File: src/rtl/mult_share_arbiter.sv
// rtl/mult_share_arbiter.sv - round-robin sharing of one shift-and-add multiplier
// between two requesters; product returned tagged with requester id.
module mult_share_arbiter #(
  parameter int WIDTH = 6
) (
  input  logic               clock,
  input  logic               reset_n,
  input  logic               req0_valid,
  input  logic [WIDTH-1:0]   req0_a,
  input  logic [WIDTH-1:0]   req0_b,
  output logic               req0_ready,
  input  logic               req1_valid,
  input  logic [WIDTH-1:0]   req1_a,
  input  logic [WIDTH-1:0]   req1_b,
  output logic               req1_ready,
  output logic               resp_valid,
  input  logic               resp_ready,
  output logic               resp_id,
  output logic [2*WIDTH-1:0] resp_prod,
  output logic               busy
);

  localparam int CW = (WIDTH > 1) ? $clog2(WIDTH) : 1;
  localparam int AW = 2 * WIDTH + 1;

  typedef enum logic [1:0] {IDLE, RUN, DONE} state_t;

  state_t           state, state_nx;
  logic [WIDTH-1:0] a_q, b_q;
  logic             id_q, last_id;
  logic [CW-1:0]    cnt;
  logic [AW-1:0]    acc, sum;
  logic             grant0, grant1, accept;

  // On a tie the requester that was not served last wins.
  always_comb begin
    grant0     = req0_valid && (!req1_valid || last_id);
    grant1     = req1_valid && (!req0_valid || !last_id);
    req0_ready = (state == IDLE) && grant0;
    req1_ready = (state == IDLE) && grant1;
    accept     = req0_ready || req1_ready;
  end

  // Multiplicand is added at the top so carry lands in the extra acc bit.
  always_comb begin
    sum = acc + (a_q[cnt] ? {1'b0, b_q, {WIDTH{1'b0}}} : {AW{1'b0}});
  end

  always_comb begin
    state_nx = state;
    case (state)
      IDLE:    if (accept) state_nx = RUN;
      RUN:     if (cnt == CW'(WIDTH - 1)) state_nx = DONE;
      DONE:    if (resp_ready) state_nx = IDLE;
      default: state_nx = IDLE;
    endcase
  end

  always_ff @(posedge clock or negedge reset_n) begin
    if (!reset_n) begin
      state <= IDLE;
    end else begin
      state <= state_nx;
    end
  end

  always_ff @(posedge clock or negedge reset_n) begin
    if (!reset_n) begin
      a_q     <= '0;
      b_q     <= '0;
      id_q    <= 1'b0;
      last_id <= 1'b1;
      acc     <= '0;
      cnt     <= '0;
    end else begin
      case (state)
        IDLE: begin
          if (accept) begin
            a_q     <= req1_ready ? req1_a : req0_a;
            b_q     <= req1_ready ? req1_b : req0_b;
            id_q    <= req1_ready;
            last_id <= req1_ready;
            acc     <= '0;
            cnt     <= '0;
          end
        end
        RUN: begin
          acc <= sum >> 1;
          cnt <= cnt + 1'b1;
        end
        default: ;
      endcase
    end
  end

  always_comb begin
    resp_valid = (state == DONE);
    busy       = (state != IDLE);
    resp_prod  = acc[2*WIDTH-1:0];
    resp_id    = id_q;
  end

endmodule

File: config.mk
export PLATFORM = sky130hd
export DESIGN_NAME = mult_share_arbiter
export DESIGN_NICKNAME = d
export VERILOG_FILES = /design/src/rtl/mult_share_arbiter.sv
export SDC_FILE = /design/constraint.sdc
export NUM_CORES = 1
export LEC_CHECK = 0
export CAP_MARGIN = 25
export CORE_MARGIN = 4
export CORE_UTILIZATION = 45
export CTS_CLUSTER_SIZE = 20
export DETAILED_ROUTE_END_ITERATION = 8
export DONT_BUFFER_PORTS = 1
export GPL_TIMING_DRIVEN = 0
export PLACE_DENSITY = 0.7
export SYNTH_ARGS = -nofsm -noshare
export SYNTH_HDL_FRONTEND = slang
export SYNTH_SLANG_ARGS = --single-unit
File: constraint.sdc
create_clock -name clock -period 2.3 [get_ports clock]
set_clock_uncertainty 0.15 [all_clocks]
set_input_delay 0.345 -clock clock [delete_from_list [all_inputs] [get_ports clock]]
set_output_delay 0.345 -clock clock [all_outputs]
set_load 0.02 [all_outputs]
* Word level (Yosys, flattened, before mapping)
Cells that the tools add are included.
** Storage, ports and cells
- Flip-flop bits (word level) :: 32
- Input bits :: 29
- Output and inout port bits :: 17
** Operators by class
- $add $sub $neg :: 2
- $lt $le $gt $ge :: 1
- Equality and inequality tests :: 6
- Mux-type cells :: 13
- Reduce and logical (&&, ||, !) cells :: 16
** Operator list (count)
- $pmux W13 S2 :: 1
- $add A13 B12 Y13 :: 1
- $mux W13 :: 1
- $mux W12 :: 1
- $mux W6 :: 2
- $mux W2 :: 3
- $pmux W2 S3 :: 1
- $pmux W3 S2 :: 1
- $logic_and A1 B1 Y1 :: 4
- $lt A3 B4 Y1 const B :: 1
- $ne A2 B2 Y1 const B :: 2
- $reduce_and A2 Y1 :: 2
- $reduce_bool A2 Y1 :: 2
- $add A3 B1 Y3 const B :: 1
- $bmux W1 S3 :: 1
- $eq A3 B3 Y1 const B :: 1
- $logic_not A1 Y1 :: 3
- $logic_or A1 B1 Y1 :: 3
- $mux W3 :: 1
- $reduce_and A3 Y1 :: 1
- $eq A2 B1 Y1 const B :: 1
- $eq A2 B2 Y1 const B :: 1
- $logic_not A2 Y1 :: 1
- $ne A2 B1 Y1 const B :: 1
- $mux W1 :: 1

* Longest topological paths before layout
Gate-level depths: netlist of the first run.
- Depth in word-level cells :: 7
- Depth in mapped cells :: 11
- Depth with buffers taken out :: 11

* Worst setup path before layout of the first run
No wires, ideal clock.
- Path type :: register to register
- Start point :: reg cnt[0]
- End point :: reg acc[11]
- Setup time :: 0.130 ns
- Arrival time :: 2.160 ns
- Required time :: 2.020 ns
- Path slack :: -0.140 ns
- Stages on the path, launching flop included :: 11
- Path buffers :: 0
- Period minus slack after synthesis :: 2.440 ns
- Path through :: dfrtp_1 mux4_2 a21oi_4 nor2b_1 ha_1 inv_1 fa_1 nand2b_1 a21oi_1 a211oi_1 o21ai_0
** On the way
- Cells in the longest elaborated chain, start to end :: 5
** RTL lines
- from (decl) :: line 31 : logic [CW-1:0] cnt;
- from (signal assigned) :: line 89 : cnt <= cnt + 1'b1;
- $bmux W1 S3 :: line 46 : sum = acc + (a_q[cnt] ? {1'b0, b_q, {WIDTH{1'b0}}} : {AW{1'b0}});
- $mux W1 (not written as such) :: line 46
- $mux W12 :: line 46
- $add A13 B12 Y13 :: line 46
- $pmux W13 S2 :: line 76 : case (state)
- to (signal assigned) :: line 88 : acc <= sum >> 1;
- to (decl) :: line 32 : logic [AW-1:0] acc, sum;
No other way between the ends. The select of a mux whose other input is x is not followed.
A chain may end at the register's enable or synchronous reset.

* Final worst setup path of the first run
- Start point :: reg cnt[0]
- End point :: reg acc[10]
The elaborated chain is that of the path after synthesis.

==> results of run 1 <==
through the flow:
stage | instances | power [mW]
floorplan | 172 | 1.94
global placement | 218 | 2.13
detailed placement | 218 | 2.19
CTS | 234 | 2.78
global route | 235 | 3.06
finish | 235 | 2.81
logic make-up after synthesis:
family	count (synthesis)	synth area share, %
muxes	15	9.83
xor gates and xnor gates	5	2.65
AOI/OAI and AO/OA	28	9.60
adders and majority gates	9	7.26
DFF	31	46.9
buffers and inverters	14	4.23
and+or+nand+nor	70	19.5
power groups by stage:
stage	sequential (mW)	combinational, mW	clock, mW
after CTS	1.07	1.26	0.445
after global routing	1.10	1.49	0.475
final	1.07	1.31	0.431
after floorplan	1.03	0.916	0
after global placement	1.07	1.06	0
after detailed placement	1.08	1.10	0
layout by cell type, fill, tap and decap left out, drive strengths merged, types with 2 or more instances in the layout:
cell type	instances
dfrtp	30
clkbuf	11
nand3	15
nor2b	8
mux2i	14
a211oi	2
o21ai	21
nor2	6
buf	12
nand2	34
xnor2	4
a21oi	4
nand2b	5
ha	8
inv	6
path summary, 6_finish.rpt:
check | from | to | slack (ns) | depth (start not counted)
worst min register to register | last_id | last_id | 0.32 | 2
worst max register to register | cnt[0] | acc[10] | -0.19 | 8
worst max-delay path | cnt[0] | acc[10] | -0.19 | 8
max in group asynchronous | reset_n | last_id | 1.41 | 2
min in group asynchronous | reset_n | acc[3] | 0.35 | 2
worst min-delay path | req1_b[3] | b_q[3] | 0.09 | 2
layer usage:
| metal | part of all wire, % | vias up | routed length, um |
|---|---|---|---|
| met2 | 48 | 43 | 1640 |
| li1 | - | 606 | - |
| met1 | 44 | 587 | 1500 |
| met4 | 1.1 | 0 | 37 |
| met5 | 0 | - | 0 |
| met3 | 7.6 | 5 | 260 |
sequential cells by signal (all words and copies together) (netlist names):
signal and flops:
last_id 1, cnt 3, state 2, resp_id 1, b_q 6, a_q 6, acc 12
area by class of cell:
| type | instances | share of cell area (%) |
|---|---|---|
| buffer | 8 | 2.44 |
| clock buffer | 7 | 4.43 |
| clock inverter | 1 | 0.257 |
| inverter | 6 | 1.16 |
| multi-input combinational | 127 | 44.6 |
| sequential | 31 | 39.9 |
| tap | 46 | 2.95 |
| timing repair buffer | 9 | 4.24 |
repair_timing:
action                                  in CTS  in global routing
hold endpoints to repair                    31                  0
gates resized for setup                      6                  3
cloned                                       0                  0
hold buffers                                 2                  0
buffers inserted                             6                  1
pin swaps                                   11                  7
endpoints found under the setup margin       6                  6
==> metrics.md, run 1 <==
| Metric | Value |
|---|---|
| DIE HEIGHT | `68.7 um` |
| EDFF count, synth | `0` |
| Initial Util | `48.1%` |
| Post-synth top area share | `45.4%` |
| Clock slew at reported path FFs | `0.07 ns` |
| Hold slack | `0.0903 ns` |
| Most used routing layer | `met2` |
| Final wirelength | `3440 um` |
| Net Count, Synth | `210` |
| Clk root buf | `clkbuf_8` |
| IO buf count | `0` |
| Total CTS buffers | `5` |
| Total gr overflow | `0` |
| WS Path Type | `reg2reg` |
| Clock period minus worst slack | `2.49 ns` |
| Failing checks | `negative setup slack` |
| Top Family by Delay on Critical Path | `compound AO/OA/AOI/OAI gates` |
| Ys Warns | `0` |
| DP Worst Slack | `-0.286 ns` |
| IO Count | `46` |
| Cell area after layout | `1950 um^2` |
| Worst hold-check path type | `in2reg` |
| Setup_tns | `-0.611 ns` |
| Nets@finish | `226` |
| # fillers | `314` |
| Post-Syn Instances | `172` |
| CTS tree | `yes` |
| Number of library cell types mapped by synthesis | `25` |
| Ys flop type | `dfrtp_1` |
| Iter 0 DRT Violations | `63` |
| Top cells by count, synth | `nand2_1 (34), dfrtp_1 (30), o21ai_0 (21)` |
| GRT Util Overall | `17.0%` |
| Met2 usage | `28.1%` |
| NetSw | `1.19 mW` |
| # DRC | `0` |
| Seq/Total Area, Yosys | `46.9%` |
| DR WL/cell | `14.6 um` |
| Worst-path cell chain | `mux4_2, a21oi_4, nor2b_1, ha_1, nand2_1, o31ai_2, xnor2_1, o21ai_1` |
| Largest net degree at the start of global routing | `32` |
| Lkg Pwr | `0.967 nW` |
| Startpoint Class | `flop` |
| Gate power share | `46.6%` |
| Area contributors post-synth | `dfrtp_1 (45%), mux2i_1 (8.5%), nand2_1 (7.7%), o21ai_0 (6.3%), ha_1 (6.0%)` |
| First-pass GRT wire length | `5900 um` |
| Die Wd | `68.7 um` |
| Layout cell share with drive strength beyond 1 | `19.6%` |
| Clk buf depth | `2` |
| Worst-margin pin slew | `0.460 ns` |
| Clk pwr share | `15.3%` |
| Sequential cell area | `778 um^2` |
| Initial antenna violation count | `0` |
| RePlAce Congestion | `0.835` |
| P per Cell Area | `1440 nW/um^2` |
| Diode count | `0` |
| Crit. End Element | `flop` |
| Vias in the first global route | `1396` |
| WP data arrival | `2.48 ns` |
| Final core occ | `56.6%` |
| DP Wirelength | `2510 um` |
| Maximum vdd drop | `0.735 mV` |
| Avg Inst Size Synth | `9.62 um^2` |
| M3 GR Usage | `4.38%` |
| Clk Latency, worst-skew pair | `0.28 ns` |
| Critical path's slowest cell | `mux4_2` |
| Critical path buffers and inverters | `0` |
| Fmax | `0.402 GHz` |
| Rows | `21` |
| GR Layer Usage met1 | `20.5%` |
| Status | `complete, but fails checks` |
| Final Hold Fails | `0` |
| Worst-path maximum fanout | `7` |
| Post-DRT Antenna Nets | `0` |
| Reg power frac | `38.1%` |
| Pre-Repair DR Iteration Count | `4` |
| Ys async rst share | `100%` |
| Layout area overhead | `17.8%` |
| Crit path largest cell delay | `0.54 ns` |
| Placed Area | `1740 um^2` |
| Most frequent cell after synthesis | `nand2_1` |
| Sink Count | `31` |
| WP data required | `2.30 ns` |
| RSZ-0062 raised after global routing | `true` |
| Setup violators final | `5` |
| Mapped cell area | `1660 um^2` |
| Max-cap violations | `0` |
| Yosys reg bits | `31` |
| Core region area | `3440 um^2` |
| Final slew viol count | `0` |
| Yosys top cell by area | `dfrtp_1` |
| Vias | `1241` |
| Fin crit share | `108%` |
| Sw frac | `42.5%` |
| Worst Setup Slack, final | `-0.186 ns` |
| Die area | `4710 um^2` |
| Max_slew headroom | `69.3%` |
| Area of the multi-input gates | `870 um^2` |
| Power Internal | `1.62 mW` |
| H-tree level count | `2` |
| Drt via density | `5.28` |
No activity file was read; power rests on OpenSTA's default activity.
==> run 2, diff against run 1 <==
--- a/config.mk
+++ b/config.mk
@@ -8,6 +8,7 @@
 export CAP_MARGIN = 25
 export CORE_MARGIN = 4
 export CORE_UTILIZATION = 45
+export CTS_BUF_LIST = sky130_fd_sc_hd__clkbuf_4 sky130_fd_sc_hd__clkbuf_8
 export CTS_CLUSTER_SIZE = 20
 export DETAILED_ROUTE_END_ITERATION = 8
 export DONT_BUFFER_PORTS = 1
==> metrics.md, run 2 (same netlist as run 1, synthesis figures left out) <==
| Metric | Value |
|---|---|
| Final slew viol count | `0 (unchanged)` |
| Initial Util | `48.1% (unchanged)` |
| RePlAce Congestion | `0.835 (unchanged)` |
| IO Count | `46 (unchanged)` |
| Worst-path cell chain | `mux4_2, a21oi_4, nor2b_1, ha_1, nand2_1, o31ai_2, xnor2_1, o21ai_1` |
| DIE HEIGHT | `68.7 um (unchanged)` |
| Lkg Pwr | `0.970 nW (+0.35%)` |
| # DRC | `0 (unchanged)` |
| Number of flip-flops in the largest register | `12 (unchanged)` |
| Iter 0 DRT Violations | `60 (-4.8%)` |
| Final std cells w/o fill | `235 (unchanged)` |
| Sink Count | `31 (unchanged)` |
| Max-cap violations | `0 (unchanged)` |
| Failing checks | `negative setup slack` |
| Commonest non-fill, non-tap cell in the layout | `nand2_1` |
| RSZ-0062 raised after global routing | `true` |
| Sequential cell area | `778 um^2 (unchanged)` |
| Fmax | `0.401 GHz (-0.25%)` |
| First-pass GRT wire length | `5910 um (+0.12%)` |
| P per Cell Area | `1450 nW/um^2 (+0.53%)` |
| Pre-Repair DR Iteration Count | `4 (unchanged)` |
| Clock slew at reported path FFs | `0.07 ns (about the same)` |
| Max_slew headroom | `69.4% (+0.086 points)` |
| Crit path largest cell delay | `0.54 ns (about the same)` |
| Critical path's slowest cell | `mux4_2` |
| Core region area | `3440 um^2 (unchanged)` |
| Clock period minus worst slack | `2.49 ns (+0.00629 ns)` |
| Top Family by Delay on Critical Path | `compound AO/OA/AOI/OAI gates` |
| DR WL/cell | `14.8 um (+1.2%)` |
| Most frequent cells in the layout | `nand2_1 (34), dfrtp_1 (29), o21ai_0 (17), mux2i_1 (14), nand3_1 (14)` |
| Largest register by flop count | `acc` |
| Crit. End Element | `flop` |
| Worst Setup Slack, final | `-0.193 ns (-0.00629 ns)` |
| Rows | `21 (unchanged)` |
| DP Wirelength | `2510 um (unchanged)` |
| Diode count | `0 (unchanged)` |
| WS Path Type | `reg2reg` |
| Die area | `4710 um^2 (unchanged)` |
| Biggest regs | `acc x12, a_q x6, b_q x6` |
| Largest net degree at the start of global routing | `32 (unchanged)` |
| CTS tree | `yes` |
| Startpoint Class | `flop` |
| IO buf count | `0 (unchanged)` |
| WP data required | `2.30 ns (about the same)` |
| Maximum vdd drop | `0.738 mV (+0.46%)` |
| Die Wd | `68.7 um (unchanged)` |
| Status | `complete, but fails checks` |
| Total gr overflow | `0 (unchanged)` |
| GRT Util Overall | `17.0% (+0.069 points)` |
| Cells after DPL | `218 (unchanged)` |
| Clk Latency, worst-skew pair | `0.28 ns (about the same)` |
| Final core occ | `56.7% (+0.11 points)` |
| H-tree level count | `2 (unchanged)` |
| Area of the multi-input gates | `870 um^2 (unchanged)` |
| Nets@finish | `226 (unchanged)` |
| Drt via density | `5.25 (-0.56%)` |
| Worst hold-check path type | `in2reg` |
| Vias in the first global route | `1390 (-0.43%)` |
| Vias | `1234 (-0.56%)` |
| Final wirelength | `3480 um (+1.2%)` |
| Post-DRT Antenna Nets | `0 (unchanged)` |
| Clk root buf | `clkbuf_8` |
| Worst-path maximum fanout | `7 (unchanged)` |
| Layout cell share with drive strength beyond 1 | `20.1% (+0.53 points)` |
| Setup violators final | `5 (unchanged)` |
| Fin crit share | `108% (+0.27 points)` |
| Final Hold Fails | `0 (unchanged)` |
| Layout area overhead | `18.0%` |
| Clk buf depth | `2 (unchanged)` |
| WP data arrival | `2.49 ns (about the same)` |
| Initial antenna violation count | `0 (unchanged)` |
| Worst-margin pin slew | `0.459 ns (-0.00129 ns)` |
| Total CTS buffers | `5 (unchanged)` |
| # fillers | `319 (+1.6%)` |
| Critical path buffers and inverters | `0 (unchanged)` |
| Flop-to-flop setup slack | `-0.19 ns (about the same)` |
[run 2: changes by cell type in the layout (fill, tap and decap cells not counted)]
| cell | delta |
|---|---|
| clkbuf_1 | -1 |
| clkbuf_4 | +1 |
[run 2: stage by stage]
stage                     cell area (um^2)  TNS (ns)  setup WS [ns]  power [mW]  hold slack (ns)
after global routing                  1950     -1.42         -0.316        3.08            0.133
after global placement                1740    -0.925         -0.257        2.13          -0.0998
final                                 1950    -0.653         -0.193        2.83           0.0869
after floorplan                       1680    -0.185        -0.0736        1.94           -0.101
after detailed placement              1740     -1.11         -0.286        2.19          -0.0996
after CTS                             1930    -0.646         -0.175        2.79           0.0796
[run 2: worst paths after layout]
| kind | start | endpoint | depth (start not counted) |
|---|---|---|---|
| hold reg to reg | last_id | last_id | 2 |
| hold / removal | req1_b[3] | b_q[3] | 2 |
| setup / recovery | cnt[0] | acc[10] | 8 |
| min in group asynchronous | reset_n | acc[3] | 2 |
| max in group asynchronous | reset_n | last_id | 2 |
| setup reg to reg | cnt[0] | acc[10] | 8 |
[run 2: what timing repair did]
item,4_1_cts,5_1_grt
pin swaps,11,7
setup buffers,6,1
gates resized for setup,6,3
setup endpoints to repair,6,6
endpoints found under the hold margin,31,0
hold buffers,2,0
gates cloned,0,0
[run 2: metal layers]
layer	part of all wire, %	up-vias	global-route usage, %
met5	0	-	0
met4	1.4	0	8.44
met3	6.3	5	4.38
met2	46	41	28.1
met1	46	581	20.4
li1	-	607	-
[run 2: final cells by class]
| cell class | count | area share [%] |
|---|---|---|
| clock buffers | 7 | 4.61 |
| well taps | 46 | 2.95 |
| flip-flops and latches | 31 | 39.8 |
| repair buffers | 9 | 4.23 |
| plain buffers | 8 | 2.43 |
| clock inverters | 1 | 0.256 |
| inverters | 6 | 1.15 |
| multi-input cells | 127 | 44.5 |
[run 2: worst reg2reg max path: stages (launching register included)]
cell	delay, ns
dfrtp_2	0.42
mux4_2	0.55
a21oi_4	0.22
nor2b_1	0.08
ha_1	0.36
nand2_1	0.08
o31ai_2	0.25
xnor2_1	0.17
o21ai_1	0.08
[run 2: power breakdown]
group          switching [mW]  internal [mW]
clock                   0.196          0.253
sequential              0.277          0.792
combinational           0.729          0.583
total                    1.20           1.63
